<file path="src/rtl/ysyx_22050854_lsu_multibeat.sv">
// ysyx_22050854_lsu_multibeat: multi-beat load/store unit between execute stage and a handshaked memory bus
module ysyx_22050854_lsu_multibeat #(
    parameter int XLEN = 64,
    parameter int ADDR_W = 64,
    parameter int BUS_W = 64,
    parameter logic [ADDR_W-1:0] MEM_BASE = ADDR_W'(64'h80000000)
) (
    input  logic                 clk,
    input  logic                 rst,
    input  logic                 req_valid_i,
    output logic                 req_ready_o,
    input  logic                 req_wr_i,
    input  logic [2:0]           req_op_i,
    input  logic [ADDR_W-1:0]    req_addr_i,
    input  logic [XLEN-1:0]      req_wdata_i,
    output logic                 resp_valid_o,
    input  logic                 resp_ready_i,
    output logic [XLEN-1:0]      resp_rdata_o,
    output logic                 resp_err_o,
    output logic                 bus_valid_o,
    input  logic                 bus_ready_i,
    output logic                 bus_wr_o,
    output logic [ADDR_W-1:0]    bus_addr_o,
    output logic [BUS_W-1:0]     bus_wdata_o,
    output logic [BUS_W/8-1:0]   bus_wstrb_o,
    input  logic                 bus_rvalid_i,
    input  logic [BUS_W-1:0]     bus_rdata_i
);
    localparam int NB = BUS_W / 8;
    localparam int LW = $clog2(NB);
    localparam int BTW = $clog2(XLEN / BUS_W + 1);
    typedef enum logic [1:0] {IDLE, REQ, WAIT, RESP} state_t;
    state_t state_q, state_d;
    logic wr_q, wr_d, err_q, err_d;
    logic [2:0] op_q, op_d;
    logic [ADDR_W-1:0] addr_q, addr_d;
    logic [XLEN-1:0] wdata_q, wdata_d, buf_q, buf_d, sh, ext;
    logic [BTW-1:0] beat_q, beat_d;
    logic [7:0] size_req, size_cur;
    logic [15:0] mask;
    logic [LW-1:0] lane;
    logic bad_req, last, sx;
    assign size_req = 8'd1 << req_op_i[1:0];
    assign size_cur = 8'd1 << op_q[1:0];
    assign bad_req = req_op_i == 3'b111 || (req_wr_i && req_op_i[2]) || |(req_addr_i & ADDR_W'(size_req - 8'd1));
    assign last = (32'(beat_q) + 32'd1) * NB >= 32'(size_cur);
    assign lane = addr_q[LW-1:0];
    assign mask = (16'd1 << size_cur) - 16'd1;
    assign req_ready_o = rst && state_q == IDLE;
    assign resp_valid_o = rst && state_q == RESP;
    assign resp_err_o = rst && state_q == RESP && err_q;
    assign bus_valid_o = rst && state_q == REQ;
    assign bus_wr_o = wr_q;
    // Split beats are size-aligned, so their lane is always zero.
    assign bus_addr_o = (addr_q & ~ADDR_W'(NB - 1)) + ADDR_W'(32'(beat_q) * NB);
    assign bus_wdata_o = BUS_W'(wdata_q >> (32'(beat_q) * BUS_W)) << {lane, 3'b000};
    assign bus_wstrb_o = wr_q ? NB'(mask) << lane : '0;
    assign sh = buf_q >> {lane, 3'b000};
    assign sx = ~op_q[2];
    assign ext = op_q[1:0] == 2'd0 ? {{(XLEN-8){sx & sh[7]}}, sh[7:0]} :
                 op_q[1:0] == 2'd1 ? {{(XLEN-16){sx & sh[15]}}, sh[15:0]} :
                 op_q[1:0] == 2'd2 ? {{(XLEN-32){sx & sh[31]}}, sh[31:0]} : sh;
    assign resp_rdata_o = (state_q == RESP && !wr_q && !err_q) ? ext : '0;
    always_ff @(posedge clk) begin
        if (!rst) begin
            state_q <= IDLE;
            wr_q <= 1'b0;
            err_q <= 1'b0;
            op_q <= '0;
            addr_q <= '0;
            wdata_q <= '0;
            buf_q <= '0;
            beat_q <= '0;
        end else begin
            state_q <= state_d;
            wr_q <= wr_d;
            err_q <= err_d;
            op_q <= op_d;
            addr_q <= addr_d;
            wdata_q <= wdata_d;
            buf_q <= buf_d;
            beat_q <= beat_d;
        end
    end
    always_comb begin
        state_d = state_q;
        wr_d = wr_q;
        err_d = err_q;
        op_d = op_q;
        addr_d = addr_q;
        wdata_d = wdata_q;
        buf_d = buf_q;
        beat_d = beat_q;
        case (state_q)
            IDLE: if (req_valid_i) begin
                wr_d = req_wr_i;
                op_d = req_op_i;
                addr_d = req_addr_i;
                wdata_d = req_wdata_i;
                buf_d = '0;
                beat_d = '0;
                err_d = bad_req;
                state_d = (bad_req || req_addr_i < MEM_BASE) ? RESP : REQ;
            end
            REQ: if (bus_ready_i) begin
                state_d = !wr_q ? WAIT : last ? RESP : REQ;
                beat_d = wr_q ? beat_q + 1'b1 : beat_q;
            end
            // Buffer is cleared on accept and each beat lands once, so OR-merge suffices.
            WAIT: if (bus_rvalid_i) begin
                buf_d = buf_q | (XLEN'(bus_rdata_i) << (32'(beat_q) * BUS_W));
                state_d = last ? RESP : REQ;
                beat_d = beat_q + 1'b1;
            end
            RESP: if (resp_ready_i) state_d = IDLE;
            default: state_d = IDLE;
        endcase
    end
endmodule

</file>
<file path="config.mk">
export PLATFORM = sky130hd
export DESIGN_NAME = ysyx_22050854_lsu_multibeat
export DESIGN_NICKNAME = d
export VERILOG_FILES = /design/src/rtl/ysyx_22050854_lsu_multibeat.sv
export SDC_FILE = /design/constraint.sdc
export NUM_CORES = 1
export LEC_CHECK = 0
export BUFFER_PORTS_ARGS = -buffer_cell sky130_fd_sc_hd__buf_2
export CAP_MARGIN = 20
export CORE_MARGIN = 4
export CORE_UTILIZATION = 45
export DETAILED_ROUTE_END_ITERATION = 6
export PLACE_DENSITY = 0.72
export SLEW_MARGIN = 20
export SYNTH_ARGS = -nofsm -noshare
export SYNTH_HDL_FRONTEND = slang
export SYNTH_SLANG_ARGS = --single-unit
</file>
<file path="constraint.sdc">
create_clock -name clk -period 2.8 [get_ports clk]
set_input_delay 0.14 -clock clk [delete_from_list [all_inputs] [get_ports clk]]
set_output_delay 0.14 -clock clk [all_outputs]
set_load 0.005 [all_outputs]
</file>
# After elaboration in Yosys (flattened, before gate mapping)
# Cells that the tools add are included.
word_totals:
  latchBits: 0
  register_bits: 200
  word_cells: 82
  n_memories: 0
  in_bits: 202
  mem_bits_rw: 0
  rom_bits: 0
  output_inout_bits: 205
classes:
  n_bitwise: 6
  magnitude_cmp: 2
  mux: 21
  n_eq_ne: 11
  n_addsub: 5
  n_reduce_logical: 21
  shifts: 8
  mul: 0
  n_div: 0
op_table:
  columns: ["operator", "count"]
  rows:
  - ["two-way mux 64 bit", 6]
  - ["one-hot mux 64 bit (2 select lines)", 1]
  - ["adder 64 x 4 -> 64 bit", 1]
  - ["bitwise AND 64 bit", 1]
  - ["less-than comparator 64 x 32 -> 1 bit (second input constant)", 1]
  - ["bitwise OR 64 bit", 1]
  - ["OR reduction 64 bit", 1]
  - ["<< shifter 64 x 6 -> 64 bit", 1]
  - ["<< shifter 64 x 7 -> 64 bit", 1]
  - [">> shifter 64 x 6 -> 64 bit", 1]
  - [">> shifter 64 x 7 -> 64 bit", 1]
  - ["<< shifter 1 x 2 -> 8 bit (first input constant)", 2]
  - ["two-way mux 2 bit", 7]
  - ["inequality test 2 bit (second input constant)", 5]
  - ["subtractor 8 x 1 -> 9 bit (second input constant)", 1]
  - ["greater-or-equal comparator 5 x 8 -> 1 bit", 1]
  - ["two-way mux 8 bit", 1]
  - ["one-hot mux 2 bit (4 select lines)", 1]
  - ["<< shifter 1 x 8 -> 8 bit (first input constant)", 1]
  - ["<< shifter 8 x 3 -> 8 bit", 1]
  - ["subtractor 8 x 1 -> 8 bit (second input constant)", 1]
  - ["logical AND 1 bit", 7]
  - ["== test 2 bit (second input constant)", 3]
  - ["AND reduction 5 bit", 1]
  - ["other kinds (16)", 26]

# Logic depth before layout (Yosys ltp)
depth:
  word_depth: 9
  ltp_mapped: 9
  ltp_nobuf: 8

# Least setup slack after synthesis
# Ideal clock, no wire load.
synth_path:
  path_kind: "flip-flop to output port"
  start: "register state_q[1]"
  end: "output port resp_rdata_o[43]"
  required_time_ns: 2.660
  setup_slack_ns: 0.556
  path_stages_with_launch: 8
  n_path_buf: 2
  t_arrival_ns: 2.104
  cell_sequence: "dfxtp_1 -> ha_1 -> or3b_2 -> o31a_1 -> buf_6 -> a311o_4 -> buf_6 -> nor2_2"
synth_between:
  elab_chain_len: 4
synth_lines:
  columns: ["element", "line", "text"]
  rows:
  - ["start: declaration", "33", "state_t state_q, state_d;"]
  - ["start signal: assignment", "75", "state_q <= state_d;"]
  - ["== test 2 bit", "63", "assign resp_rdata_o = (state_q == RESP && !wr_q && !err_q) ? ext : '0;"]
  - ["logical AND 1 bit (2 in series)", "63", null]
  - ["two-way mux 64 bit", "63", null]
  - ["end: declaration", "18", "output logic [XLEN-1:0] resp_rdata_o,"]
# No other way between the ends.

# Final worst setup path
layout_path:
  start: "register addr_q[1]"
  end: "output port resp_rdata_o[59]"
layout_between:
  elab_chain_len: 6
  word_cells_on_any_way: 8
  classes_between: "shift (1); mux (4); bitwise (3)"
layout_lines:
  columns: ["element", "line", "text"]
  rows:
  - ["start: declaration", "36", "logic [ADDR_W-1:0] addr_q, addr_d;"]
  - ["start signal: assignment", "79", "addr_q <= addr_d;"]
  - [">> shifter 64 x 6 -> 64 bit (*)", "58", "assign sh = buf_q >> {lane, 3'b000};"]
  - ["bitwise AND 1 bit", "62", "op_q[1:0] == 2'd2 ? {{(XLEN-32){sx & sh[31]}}, sh[31:0]} : sh;"]
  - ["two-way mux 64 bit", "62", null]
  - ["two-way mux 64 bit", "61", "op_q[1:0] == 2'd1 ? {{(XLEN-16){sx & sh[15]}}, sh[15:0]} :"]
  - ["two-way mux 64 bit (*)", "60", "assign ext = op_q[1:0] == 2'd0 ? {{(XLEN-8){sx & sh[7]}}, sh[7:0]} :"]
  - ["two-way mux 64 bit (*)", "63", null]
# Every way passes the cells marked *; elsewhere a longest branch is shown, timed or not.

==> metrics.yaml <==
clock_tree:
  cts_tree: "done"
  cts_max_level: 4
  clk_pin_slew_ps: 70
  numCtsBuffers: 17
  insertion_delay_ps: 440
  cts-root-buf: "clkbuf_16"
  clock_path_buffers: 2
  cts.sink_count: 200
critical_path:
  crit_end: "resp_rdata_o[59]"
  r2r_end: "state_q[1]"
  reg2reg_slack_ps: 700
  start_kind: "flip-flop"
  cp_max_fo: 16
  arrival_ps: 2670
  crit_path_start: "addr_q[1]"
  path_class: "flip-flop to output port"
  r2r_start: "op_q[1]"
  critPathCaptureType: "output port"
  required_ps: 2660
  r2r_cells: 8
yosys:
  synth_area_per_cell_um2: 7.62
  synth_compound_area_share_pct: 18.6
  synthCells: 1606
  synth-adder-area-share_pct: 1.02
  synth_edf_count: 0
  ys.flop_type: "dfxtp_1"
  netlist_area_um2: 12200
  synthMuxAreaShare_pct: 14.2
  synth-simple-area-share_pct: 24.2
  synth_warnings: 0
  async_reset_ff_share_pct: 0
  ys_types: 59
  synth_xor_area_share_pct: 4.22
  ys_seq_area_share_pct: 32.7
  synth_top_family_by_area: "simple AND/OR/NAND/NOR gates"
  yosys_register_bits: 200
die:
  die_w_um: 173
  io_pins: 407
  die_y_um: 173
  start_util_pct: 45.5
  placementRows: 60
  coreArea_um2: 26900
  dieArea_um2: 29900
grt:
  globalRoute.busiestLayer: "met2"
  use_met3_pct: 7.61
  antenna_found_initial: 5
  met2_usage_pct: 54.8
  overflow: 0
  met1_usage_pct: 38.8
  grt.total_usage_pct: 32.6
  grt_max_degree: 90
  grt_pass1_wl_um: 79400
  grt_pass1_vias: 14300
pwr:
  power_density_nw_per_um2: 735
  power_uw: 12600
  vdd_drop_max_mv: 0.673
  leakage_uw: 0.00746
timing:
  maxSlewViolCount: 0
  fin_crit_ps: 2810
  rsz0062_at_grt: "true"
  setup_viol: 1
  max_slew.worst_pin.slew_ps: 718
  worst_slack_ps: -7.11
  slew_headroom_pct: 52.0
  hold_violations: 0
  fmax_mhz: 356
  post-route-period-util_pct: 100
  finClkSkew_ps: 13.3
place:
  placed_area_um2: 14600
  gp_congestion: 0.961
  dp_cells: 2259
  io_buffers: 403
  place_worst_setup_slack_ps: 279
  hpwl_um: 35100
cells_and_area:
  fin_area_um2: 17200
  nets: 2350
  drive_above_1_share_pct: 28.2
  final_cells: 2496
  fillerInstances: 2338
  area_growth_pct: 40.7
route:
  ant_nets: 0
  wirelength_um: 51400
  drtIter0Drc: 1503
  dr_total_vias: 14600
  first_pass_iters: 7
  via_per_inst: 5.85
  drc_errors: 0
  wire_per_inst_um: 20.6
status:
  outcome: "finished, violations left"
  violations: "negative setup slack"
flow_run:
  drv_cap: 0
worst_hold_path:
  holdCritStartpoint: "req_addr_i[0]"
  hold_class: "input port to flip-flop"
-- power breakdown --
group / internal (µW) / switching, µW / total [µW]
Sequential: 3500 / 831 / 4330
Combinational: 2410 / 3450 / 5850
Clock: 1190 / 1280 / 2460
Total: 7100 / 5550 / 12600
-- critical path, stage by stage, from the launching register on --
cell,delay [ps]
dfxtp_4,380
mux2i_2,180
mux4_2,490
o31a_1,370
a311o_2,380
buf_12,170
nor2_2,130
buf_2,130
-- metal layers --
metal,up-vias,part of all wire (%)
met3,209,8.5
met4,4,5.9
met2,893,48
li1,6725,-
met5,-,0.043
met1,6765,38
-- through the flow --
| stage | setup TNS, ps | utilization (%) | hold slack, ps |
|---|---|---|---|
| 2_1_floorplan | 0 | - | 276 |
| 3_3_place_gp | 0 | 54.1 | 367 |
| 3_5_place_dp | 0 | 54.2 | 370 |
| 4_1_cts | -12.2 | 63.8 | 0.369 |
| 5_1_grt | -665 | 64.1 | 16.3 |
| 6_report | -7.11 | 64.1 | 10.0 |
-- cell usage after synthesis (all sizes together), types with 10 or more instances --
cell type | count | area (µm²)
a211oi | 12 | 90.1
a21oi | 289 | 1470
a221oi | 24 | 210
and2 | 18 | 113
and3 | 12 | 75.1
buf | 34 | 184
clkbuf | 99 | 372
dfxtp | 200 | 4000
ha | 10 | 125
inv | 14 | 52.6
mux2 | 24 | 270
mux2i | 74 | 741
mux4 | 32 | 721
nand2 | 315 | 1180
nand3 | 33 | 165
nand4 | 25 | 156
nor2 | 177 | 724
nor3 | 27 | 135
nor4 | 19 | 140
o21ai | 27 | 135
xnor2 | 50 | 438
-- kinds of logic after synthesis --
kind of cell    after synthesis
flops                       200
compound gates              395
mux                         130
other cells                   1
buf+inv                     149
simple gates                662
fa+ha+maj                    10
xor+xnor                     59
-- layout make-up --
class	instances	area (µm²)	share of cell area, %
Tap cell	341	427	2.48
Sequential cell	200	4030	23.4
Clock buffer	18	429	2.49
Clock inverter	14	134	0.778
Multi-Input combinational cell	1261	7740	45.0
Inverter	16	62.6	0.363
Antenna cell	4	10.0	0.0581
Timing Repair Buffer	642	4390	25.5
-- registers in the layout (all words and copies together), names as in the netlist --
| name | flops |
|---|---|
| addr_q | 64 |
| beat_q | 1 |
| buf_q | 64 |
| bus_wr_o | 1 |
| err_q | 1 |
| op_q | 3 |
| state_q | 2 |
| wdata_q | 64 |
-- timing repair --
| action | in CTS | in global routing |
|---|---|---|
| endpoints found under the setup margin | 34 | 72 |
| gates cloned | 2 | 0 |
| buffers inserted | 6 | 1 |
| gates resized for setup | 11 | 13 |
| hold buffers | 192 | 0 |
| endpoints found under the hold margin | 192 | 0 |
| pin swaps | 8 | 5 |
-- worst min-delay path by stage --
stage / endpoint / cells past startpoint / slack (ps)
final: addr_q[0] / 3 / 10
after global routing: buf_q[39] / 3 / 20
after CTS: buf_q[39] / 3 / 0.4
after detailed placement: buf_q[3] / 3 / 370
after global placement: buf_q[19] / 3 / 370
after floorplan: wdata_q[56] / 2 / 280
-- layout by cell type, fill, tap and decap left out, drive strengths merged, types with 19 or more instances in the layout --
| cell | n |
|---|---|
| a21oi | 289 |
| a221oi | 24 |
| buf | 450 |
| dfxtp | 200 |
| dlygate4sd3 | 192 |
| inv | 23 |
| mux2 | 24 |
| mux2i | 74 |
| mux4 | 32 |
| nand2 | 315 |
| nand3 | 33 |
| nand4 | 25 |
| nor2 | 177 |
| nor3 | 27 |
| nor4 | 19 |
| o21ai | 27 |
| xnor2 | 50 |
(Power assumes the default switching activity.)
